--- src/rtl/pipe_ctrl_if.sv ---
// Pipeline control bus: stall/flush requests in, hold mask and redirect out.
interface pipe_ctrl_if #(
  parameter int STAGES = 6,
  parameter int ADDR_W = 32,
  parameter int CNT_W  = 16
);
  logic [STAGES-1:0] stall_req;
  logic              flush_req;
  logic [ADDR_W-1:0] flush_pc;
  logic              wd_clear;
  logic [STAGES-1:0] stall;
  logic              flush;
  logic [ADDR_W-1:0] new_pc;
  logic              stall_timeout;
  logic [CNT_W-1:0]  stall_cycles;

  // Pipeline side: raises requests, consumes hold mask and redirect.
  modport master (
    output stall_req, flush_req, flush_pc, wd_clear,
    input  stall, flush, new_pc, stall_timeout, stall_cycles
  );

  // Controller side.
  modport slave (
    input  stall_req, flush_req, flush_pc, wd_clear,
    output stall, flush, new_pc, stall_timeout, stall_cycles
  );
endinterface

--- src/rtl/pipe_ctrl.sv ---
// Pipeline control: stall hold mask, multi-cycle flush sequencer with
// redirect PC, stall watchdog and wrapping stall-cycle counter.
module pipe_ctrl #(
  parameter int STAGES    = 6,
  parameter int ADDR_W    = 32,
  parameter int FLUSH_LEN = 1,
  parameter int TIMEOUT   = 1024,
  parameter int CNT_W     = 16
) (
  input logic        clk,
  input logic        rst,
  pipe_ctrl_if.slave bus
);

  typedef enum logic {RUN, FLUSH} state_t;

  state_t            state;
  logic [3:0]        flush_cnt;
  logic [CNT_W-1:0]  run_cnt;
  logic [STAGES-1:0] mask;
  logic              stalled;
  logic              trip;

  // Hold every stage at or below the highest requesting stage: each bit is
  // the OR of its own request and all requests downstream of it.
  always_comb begin
    logic acc;
    acc  = 1'b0;
    mask = '0;
    for (int k = STAGES - 1; k >= 0; k--) begin
      acc     = acc | bus.stall_req[k];
      mask[k] = acc;
    end
  end

  // Flush outranks stall; reset also forces the mask low.
  assign bus.stall = (rst || state == FLUSH) ? '0 : mask;
  assign stalled   = |bus.stall;
  assign trip      = stalled && (run_cnt == CNT_W'(TIMEOUT - 1));

  // Flush sequencer; a new request always restarts the window with its PC.
  always_ff @(posedge clk or posedge rst) begin
    if (rst) begin
      state     <= RUN;
      bus.flush <= 1'b0;
      bus.new_pc <= '0;
      flush_cnt <= '0;
    end else if (bus.flush_req) begin
      state      <= FLUSH;
      bus.flush  <= 1'b1;
      bus.new_pc <= bus.flush_pc;
      flush_cnt  <= 4'(FLUSH_LEN - 1);
    end else if (state == FLUSH) begin
      if (flush_cnt != '0) begin
        flush_cnt <= flush_cnt - 4'd1;
      end else begin
        state     <= RUN;
        bus.flush <= 1'b0;
      end
    end
  end

  // Watchdog: saturating run length of consecutive stalled cycles and a
  // sticky flag; a trip beats a simultaneous clear.
  always_ff @(posedge clk or posedge rst) begin
    if (rst) begin
      run_cnt           <= '0;
      bus.stall_timeout <= 1'b0;
    end else begin
      if (!stalled)             run_cnt <= '0;
      else if (run_cnt != '1)   run_cnt <= run_cnt + 1'b1;
      if (trip)                 bus.stall_timeout <= 1'b1;
      else if (bus.wd_clear)    bus.stall_timeout <= 1'b0;
    end
  end

  // Statistics: wrapping count of stalled cycles.
  always_ff @(posedge clk or posedge rst) begin
    if (rst)          bus.stall_cycles <= '0;
    else if (stalled) bus.stall_cycles <= bus.stall_cycles + 1'b1;
  end

endmodule

--- src/flat_wrapper.sv ---
// flat-port wrapper written by rule: the top's interface ports become plain ports
module pipe_ctrl_flat 
#(
  parameter int STAGES    = 6,
  parameter int ADDR_W    = 32,
  parameter int FLUSH_LEN = 1,
  parameter int TIMEOUT   = 1024,
  parameter int CNT_W     = 16
)
  (clk, rst, bus_stall_req, bus_flush_req, bus_flush_pc, bus_wd_clear, bus_stall, bus_flush, bus_new_pc, bus_stall_timeout, bus_stall_cycles);
  pipe_ctrl_if #(.STAGES(STAGES), .ADDR_W(ADDR_W), .CNT_W(CNT_W)) bus_i ();
  input logic clk;
  input logic rst;
  input wire logic [$bits(bus_i.stall_req)-1:0] bus_stall_req;
  input wire logic [$bits(bus_i.flush_req)-1:0] bus_flush_req;
  input wire logic [$bits(bus_i.flush_pc)-1:0] bus_flush_pc;
  input wire logic [$bits(bus_i.wd_clear)-1:0] bus_wd_clear;
  output wire logic [$bits(bus_i.stall)-1:0] bus_stall;
  output wire logic [$bits(bus_i.flush)-1:0] bus_flush;
  output wire logic [$bits(bus_i.new_pc)-1:0] bus_new_pc;
  output wire logic [$bits(bus_i.stall_timeout)-1:0] bus_stall_timeout;
  output wire logic [$bits(bus_i.stall_cycles)-1:0] bus_stall_cycles;
  assign bus_i.stall_req = bus_stall_req;
  assign bus_i.flush_req = bus_flush_req;
  assign bus_i.flush_pc = bus_flush_pc;
  assign bus_i.wd_clear = bus_wd_clear;
  assign bus_stall = bus_i.stall;
  assign bus_flush = bus_i.flush;
  assign bus_new_pc = bus_i.new_pc;
  assign bus_stall_timeout = bus_i.stall_timeout;
  assign bus_stall_cycles = bus_i.stall_cycles;
  pipe_ctrl #(.STAGES(STAGES), .ADDR_W(ADDR_W), .FLUSH_LEN(FLUSH_LEN), .TIMEOUT(TIMEOUT), .CNT_W(CNT_W)) u_core (.clk(clk), .rst(rst), .bus(bus_i));
endmodule
--- config.mk ---
export PLATFORM = sky130hd
export DESIGN_NAME = pipe_ctrl_flat
export DESIGN_NICKNAME = d
export VERILOG_FILES = /design/src/rtl/pipe_ctrl_if.sv /design/src/rtl/pipe_ctrl.sv /design/src/flat_wrapper.sv
export SDC_FILE = /design/constraint.sdc
export NUM_CORES = 1
export LEC_CHECK = 0
export CAP_MARGIN = 20
export CORE_AREA = 2 2 79 111
export CTS_CLUSTER_DIAMETER = 120
export DETAILED_ROUTE_END_ITERATION = 16
export DIE_AREA = 0 0 81 113
export DONT_BUFFER_PORTS = 1
export MAX_ROUTING_LAYER = met4
export SETUP_SLACK_MARGIN = 0.15
export SLEW_MARGIN = 20
export SYNTH_ARGS = -nofsm -noshare
export SYNTH_HDL_FRONTEND = slang
export SYNTH_SLANG_ARGS = --single-unit
--- constraint.sdc ---
create_clock -name clk -period 6.4 [get_ports clk]
set_clock_uncertainty 0.1 [all_clocks]
set_input_delay 0.64 -clock clk [delete_from_list [all_inputs] [get_ports clk]]
set_output_delay 0.64 -clock clk [all_outputs]
set_load 0.05 [all_outputs]
==> results of run 1 <==
kinds of logic (layout without fill, tap and decap cells):
family / count (synthesis) / after routing / share of synthesized area
compound gates: 29 / 29 / 0.0620
buf+inv: 16 / 26 / 0.0236
flops: 71 / 71 / 0.558
xor+xnor: 20 / 20 / 0.0550
simple gates: 96 / 96 / 0.161
mux: 36 / 36 / 0.126
fa+ha+maj: 4 / 4 / 0.0157
synth_stat cells (5+ instances only):
| library cell | count | area, um^2 |
|---|---|---|
| sky130_fd_sc_hd__a21oi_1 | 9 | 45.0 |
| sky130_fd_sc_hd__clkbuf_1 | 5 | 18.8 |
| sky130_fd_sc_hd__dfrtp_1 | 71 | 1780 |
| sky130_fd_sc_hd__inv_1 | 8 | 30.0 |
| sky130_fd_sc_hd__mux2_2 | 32 | 360 |
| sky130_fd_sc_hd__nand2_1 | 22 | 82.6 |
| sky130_fd_sc_hd__nand2b_1 | 5 | 31.3 |
| sky130_fd_sc_hd__nand3_1 | 10 | 50.1 |
| sky130_fd_sc_hd__nand4_1 | 12 | 75.1 |
| sky130_fd_sc_hd__nor2_1 | 17 | 63.8 |
| sky130_fd_sc_hd__nor3_1 | 8 | 40.0 |
| sky130_fd_sc_hd__o21ai_0 | 6 | 30.0 |
| sky130_fd_sc_hd__xnor2_1 | 16 | 140 |
layout make-up:
| class | instances | area, um^2 |
|---|---|---|
| Fill cell | 766 | 4500 |
| Timing Repair Buffer | 2 | 17.5 |
| Inverter | 8 | 30.0 |
| Sequential cell | 71 | 1780 |
| Tap cell | 102 | 128 |
| Multi-Input combinational cell | 185 | 1340 |
| Clock buffer | 11 | 253 |
| Clock inverter | 5 | 56.3 |
state kept, by name (all words and copies together), names as in the netlist:
signal                    flops
u_core.state                  1
u_core.flush_cnt              4
u_core.bus.new_pc            32
u_core.run_cnt               16
u_core.bus.flush              1
u_core.bus.stall_cycles      16
u_core.bus.stall_timeout      1
metal layers:
metal  vias to the layer above  wire [um]  track usage
met5                         -          0            -
met4                         0         60       0.0542
met2                        94       3110        0.237
met3                         5        587       0.0654
li1                        985          -            -
met1                      1033       2620        0.162
power groups by stage:
stage          registers [mW]  logic, mW  clock network, mW
2_1_floorplan           0.678      0.179                  0
3_3_place_gp            0.698      0.184                  0
3_5_place_dp            0.700      0.189                  0
4_1_cts                 0.692      0.190              0.520
5_1_grt                 0.700      0.211              0.543
6_report                0.690      0.188              0.504
through the flow:
stage               total power [mW]  hold slack [ns]  cells
floorplan                      0.856            0.385    272
global placement               0.882            0.311    367
detailed placement             0.889            0.315    367
CTS                             1.40            0.258    384
global route                    1.45            0.257    384
finish                          1.38            0.276    384
path summary, 6_finish.rpt:
path,startpoint,end,slack [ns]
worst max-delay path,bus_stall_req[4],bus_stall[0],3.26
worst min-delay path,bus_flush_req,u_core.flush_cnt[3],0.28
worst max register to register,u_core.state,u_core.bus.stall_cycles[12],3.86
worst min register to register,u_core.flush_cnt[3],u_core.flush_cnt[3],0.44
max in group asynchronous,rst,u_core.run_cnt[14],4.62
min in group asynchronous,rst,u_core.bus.stall_cycles[3],0.56
cell usage in the layout (no fill, tap or decap), types with 4 or more instances in the layout:
cell | synthesis | routed
sky130_fd_sc_hd__dfrtp_1 | 71 | 71
sky130_fd_sc_hd__a21oi_1 | 9 | 9
sky130_fd_sc_hd__xnor2_1 | 16 | 16
sky130_fd_sc_hd__mux2_2 | 32 | 32
sky130_fd_sc_hd__nor3_1 | 8 | 7
sky130_fd_sc_hd__o21ai_0 | 6 | 6
sky130_fd_sc_hd__nand4_1 | 12 | 12
sky130_fd_sc_hd__xor2_1 | 4 | 4
sky130_fd_sc_hd__nand2b_1 | 5 | 5
sky130_fd_sc_hd__ha_1 | 4 | 4
sky130_fd_sc_hd__nor2_1 | 17 | 17
sky130_fd_sc_hd__clkbuf_16 | 0 | 9
sky130_fd_sc_hd__nand3_1 | 10 | 10
sky130_fd_sc_hd__nand2_1 | 22 | 22
sky130_fd_sc_hd__inv_1 | 8 | 7
sky130_fd_sc_hd__mux2i_1 | 4 | 4
==> impl_summary.md, run 1 <==
Pwr
The leakage power is 1.49 nW. Of the total power, the share spent switching nets is 0.350. Summed over all nets, the switching power comes to 0.484 mW.

The sequential group share of total power is 0.499. The internal portion of the total power is 0.898 mW. VDD sags by at most 0.208 mV. Power spread over the standard cell area amounts to 384 mW/mm^2.

The power share of the combinational group is 0.136. The part of the power in the clock network is 0.365.

Setup path
The number of gates on the worst path with buffers counted is 3. The number of buffers and inverters on the critical path is 1. The critical path launch point type is an input port. For this run, the slowest stage of the critical path takes 0.61 ns. STA puts the critical path data required time at 5.66 ns. The critical path goes through or4_4 > o31ai_4 > inv_1. Along the worst path, the maximum fanout reaches 17. The data arrival time of the critical path is 2.40 ns.

The kind of cell adding the most delay to the critical path is buffers and inverters. The type of the worst setup path is in -> out. Measured in cells, the most critical reg-to-reg path has a length of 5.

The master of the slowest instance on the critical path is sky130_fd_sc_hd__inv_1. The type of element capturing the critical path is an output port.

CTS
TritonCTS built the clock tree. The depth of the CTS H-tree is 3. The cell at the root of the clock tree is sky130_fd_sc_hd__clkbuf_16. The number of buffers inserted for hold repair after clock tree synthesis is 1. In this run the deepest clock path goes through 2 buffers.

The later pin in the worst-skew pair is clocked with a latency of 0.33 ns. The number of buffers inserted to repair setup after CTS is 0. The clock net in this run drives a total of 71 sinks.

Clock tree synthesis inserted a total of 9 buffers. After clock tree synthesis, the repair step resized 0 gates. The clock transition at the registers of the reported paths is 0.06 ns.

Run status
The flow ran to the end, and the final reports show no timing, DRC or antenna violations.

STA
Setup violations remaining at the end of the flow were counted as 0. The final count of pins violating max slew is 0. Setup repair after global routing left no endpoint under its margin.

Derived from the worst setup path, the maximum achievable clock frequency is 319 MHz. At the pin with the least slew margin, the transition time is 1.09 ns. The summed negative setup slack over all endpoints is 0 ns. The final worst-path cycle share is 0.490.

The worst pin sits at a relative slew slack of 0.269. The number of hold violations in the final report is 0. The worst path needs 3.14 ns of the cycle, external delays included. Once routing completed, OpenROAD measured the worst setup slack at 3.26 ns.

Routing
In this run, the number of DRC markers left after iteration 0 of detailed routing was 51. In the final routed layout, each cell accounts on average for 16.6 um. The number of detailed-routing iterations run before antenna repair is 4. Across all layers, the routed design uses 2117 vias. The via density per instance is 5.51. After detailed routing, the number of remaining DRC violations is 0. Once detail routing completed, the nets flagged for antenna violations numbered 0. The total routed wirelength is 6.37 mm.

Synthesis
When the netlist entered floorplanning its net count stood at 318. Synthesis produced 272 cells. During synthesis, Yosys emitted a total of 0 warnings. The fraction of synthesis flops using an asynchronous set or reset pin is 1.00. A synthesized cell averages 11.7 um^2. The share of synthesized area occupied by flip-flops and latches is 0.558. The flop and latch count out of synthesis is 71.

The number of distinct library cell variants in the gate-level netlist after synthesis is 38. In this run, synthesis inferred 0 flip-flops with an integrated enable. The top flip-flop cell by instance count after synthesis is sky130_fd_sc_hd__dfrtp_1. The cell area after synthesis is 0.00319 mm^2.

Die
After floorplanning, the core was sized to cover 0.00810 mm^2. In this run the horizontal extent of the chip is 81 um. For this configuration, the core starts out at a cell density of 0.393. The number of rows in the core area is 39. The die covers 0.00915 mm^2. For this design the top-level I/O count stands at 98. The die is 113 um tall.

Min path
The path class of the tightest hold or removal check is in -> reg. Along the worst hold path, the cell count comes to 1.

Run
The tool flagged a number of max-cap violations equal to 0.

Final layout
At the end of the flow, the number of nets in the layout was 323. Relative to the synthesized area, the layout overhead comes to 13.0%. 0 antenna diodes ended up in the layout. Measured on the finished design, the core utilization comes to 0.445. The layout cell share with drive strength beyond 1 is 0.202. The final design area excluding fillers is 0.00360 mm^2.

Global routing
The first global-routing pass estimated 10.0 mm of wire. The aggregate global routing overflow is 0. The initial antenna violation count is 0. Entering global routing, the biggest net connects 66 pins. The via count of the first global-routing pass is 2124. In the global route stage, overall resource usage came out at 0.148.

Placement
The setup slack at placement is 3.23 ns. The HPWL reported at the end of detailed placement is 4.49 mm. Buffers placed on the I/O ports in this run total 0.

The congestion estimate from routability-driven global placement came to 0.811. The placed instances occupy a cell area of 0.00328 mm^2.
No activity file was read; power rests on OpenSTA's default activity.
==> run 2, diff against run 1 <==
==> constraint.sdc (replaced) <==
create_clock -name clk -period 2.76 [get_ports clk]
set_clock_uncertainty 0.1 [all_clocks]
set_input_delay 0.276 -clock clk [delete_from_list [all_inputs] [get_ports clk]]
set_output_delay 0.276 -clock clk [all_outputs]
set_load 0.05 [all_outputs]
==> impl_summary.md, run 2 (synthesis gave the netlist of run 1 again) <==
STA
The final number of setup-violating endpoints is 0 (unchanged). Based on the critical path, the design can be clocked at up to 423 MHz. RSZ-0062 raised after global routing: false (unchanged).

The final count of pins violating max slew came to 0 (unchanged). The worst max-slew margin expressed relative to the limit came to 0.396 (was 0.269). The number of hold violations in the final report is 0 (unchanged).

Dividing the final minimum period by the clock period gives 0.856. The measured slew at the worst slew-check pin is 0.906 ns (was 1.09 ns). The summed negative setup slack over all endpoints was 0 ns (unchanged). Subtracting the final worst setup slack from the clock period gives 2.36 ns. The final hold slack is 0.0182 ns (was 0.276 ns).

Die
The initial standard-cell utilization of the core is 0.393 (unchanged). The die span in y is 113 um (unchanged). The area of the core came to 0.00810 mm^2 (unchanged). The I/O pin count is 98 (unchanged). The number of rows in the core area was 39 (unchanged).

The die outline area is 0.00915 mm^2 (unchanged). The chip width was 81 um (unchanged).

Placement
The HPWL reported at the end of detailed placement is 4.52 mm (was 4.49 mm). The count of input and output buffers is 0 (unchanged). The last weighted congestion value of the routability-driven placer came to 0.873 (was 0.811).

Global routing
The pin count of the biggest net entering global routing came to 38 (was 66). The total global-route track usage was 0.163 (was 0.148). The busiest layer in global routing is met2 (unchanged). The aggregate global routing overflow was 0 (unchanged). The global-route track usage on met1 is 0.181 (was 0.162). The global-route met2 utilization came to 0.257 (was 0.237). The global-route wire length before repair is 11.0 mm (was 10.0 mm). The global-route met3 utilization is 0.0710 (was 0.0654). The via count of the first global-routing pass is 2258 (was 2124). The initial antenna violation count is 0 (unchanged).

CTS
The CTS tree is done (unchanged). The clock transition at the registers of the reported paths is 0.06 ns (about the same). The source-to-sink clock delay at the later pin of the worst-skew pair is 0.33 ns (about the same).

The number of sinks on the clock net was 71 (unchanged). The TritonCTS buffer count is 9 (unchanged). The number of buffers between clock root and the deepest sink is 2 (unchanged). The cell at the root of the clock tree was sky130_fd_sc_hd__clkbuf_16 (unchanged).

The number of buffers inserted to repair setup after CTS came to 0 (unchanged). The post-cts gate resize count is 0 (unchanged). The depth of the CTS H-tree is 3 (unchanged).

Final layout
The final antenna diode count is 0 (unchanged). The flip-flop count of the largest register after layout is 32 (unchanged). Leading registers by flop count: u_core.bus.new_pc x32, u_core.bus.stall_cycles x16, u_core.run_cnt x16 (unchanged). The most common cell after layout, fill and taps aside is sky130_fd_sc_hd__dfrtp_1 (unchanged). The number of nets in the layout came to 365 (was 323). The layout overhead on the synthesized area is 25.6% (was 13.0%). Highest-count cells in the layout ignoring fill and taps: sky130_fd_sc_hd__dfrtp_1, sky130_fd_sc_hd__dlygate4sd3_1, sky130_fd_sc_hd__mux2_2 (was sky130_fd_sc_hd__dfrtp_1, sky130_fd_sc_hd__mux2_2, sky130_fd_sc_hd__nand2_1). The largest register by flop count is u_core.bus.new_pc (unchanged). The layout cell share with drive strength beyond 1 was 0.198 (was 0.202). The filler cell count in the final layout is 720 (was 766).

Pwr
The power per cell area is 809 mW/mm^2 (was 384 mW/mm^2). The leakage power is 1.67 nW (was 1.49 nW). The peak ir drop on the vdd network came to 0.428 mV (was 0.208 mV).

Setup path
The stage delay of the slowest cell on the critical path is 0.66 ns (was 0.61 ns). The number of buffers and inverters on the critical path is 2 (was 1). The data required time at the worst endpoint is 2.38 ns (was 5.66 ns). The type of the worst setup path is reg -> out (was in -> out). The type of element capturing the critical path is an output port (unchanged). Series of cell instances along the critical path: nor2_1 > buf_4 > o31ai_4 > inv_1 (was or4_4 > o31ai_4 > inv_1). The highest fanout seen on the critical path is 17 (unchanged). The critical path launch point type was a flop (was input port). The kind of cell adding the most delay to the critical path was buffers and inverters (unchanged). The data arrival time of the critical path is 1.99 ns (was 2.40 ns). The master of the slowest instance on the critical path is sky130_fd_sc_hd__inv_1 (unchanged).

Routing
The via density per instance was 5.27 (was 5.51). The total routed wirelength is 6.87 mm (was 6.37 mm). The first-iteration detailed-routing DRC count came to 84 (was 51). The number of vias after detailed routing was 2245 (was 2117). The routed length per instance is 16.1 um (was 16.6 um).

The number of detailed-routing iterations run before antenna repair is 5 (was 4). The number of remaining DRC errors is 0 (unchanged). The count of nets left with antenna violations after detail routing came to 0 (unchanged).

Run status
Run status: complete, no violations (unchanged).

Run
The number of max-cap violations came to 0 (unchanged).

Min path
The worst hold-check path type is in -> reg (unchanged).
[run 2: cell type report]
type,count,area [um^2],share of cell area
flip-flops and latches,71,1780,0.444
multi-input cells,185,1340,0.335
repair buffers,44,440,0.110
clock buffers,14,274,0.0685
well taps,102,128,0.0319
inverters,8,30.0,0.00750
clock inverters,2,13.8,0.00344
[run 2: metrics by stage]
step                power [mW]  std cells  setup slack [ns]  utilization  cell area (um^2)
floorplan                 1.99        272             0.587            -              3190
global placement          2.12        375             0.504        0.414              3350
detailed placement        2.13        375             0.456        0.414              3350
CTS                       3.30        426             0.356        0.494              4000
global route              3.44        426             0.226        0.494              4000
finish                    3.24        426             0.398        0.494              4000
[run 2: what timing repair did]
item                                   in CTS  in global routing
setup endpoints to repair                   0                  0
endpoints found under the hold margin      72                  0
hold buffers                               35                  0
[run 2: layer usage]
| metal | wire (um) | vias up |
|---|---|---|
| li1 | - | 1074 |
| met4 | 80 | 0 |
| met1 | 2840 | 1073 |
| met3 | 648 | 5 |
| met2 | 3300 | 93 |
| met5 | 0 | - |
[run 2: final timing paths]
path                                               end  slack [ns]  cells after the start           startpoint
max                                       bus_stall[0]        0.40                      4         u_core.state
min                              u_core.bus.new_pc[18]        0.02                      1        bus_flush_req
max reg2reg                u_core.bus.stall_cycles[12]        0.48                      6         u_core.state
min reg2reg                        u_core.flush_cnt[3]        0.45                      2  u_core.flush_cnt[3]
max in group asynchronous           u_core.run_cnt[10]        1.49                      3                  rst
min in group asynchronous                 u_core.state        0.43                      2                  rst
[run 2: worst register-to-register path, cell delays in order (launching register included)]
cell                      delay, ns
sky130_fd_sc_hd__dfrtp_1       0.47
sky130_fd_sc_hd__nor2_1        0.28
sky130_fd_sc_hd__buf_4         0.19
sky130_fd_sc_hd__o31ai_4       0.06
sky130_fd_sc_hd__inv_1         0.66
sky130_fd_sc_hd__nand4_1       0.21
sky130_fd_sc_hd__xnor2_1       0.18
[run 2: power by group]
group | internal (mW) | switching [mW] | leakage, nW
registers | 1.16 | 0.283 | 0.899
clock network | 0.682 | 0.411 | 0.143
logic | 0.261 | 0.441 | 0.632
total | 2.10 | 1.14 | 1.67
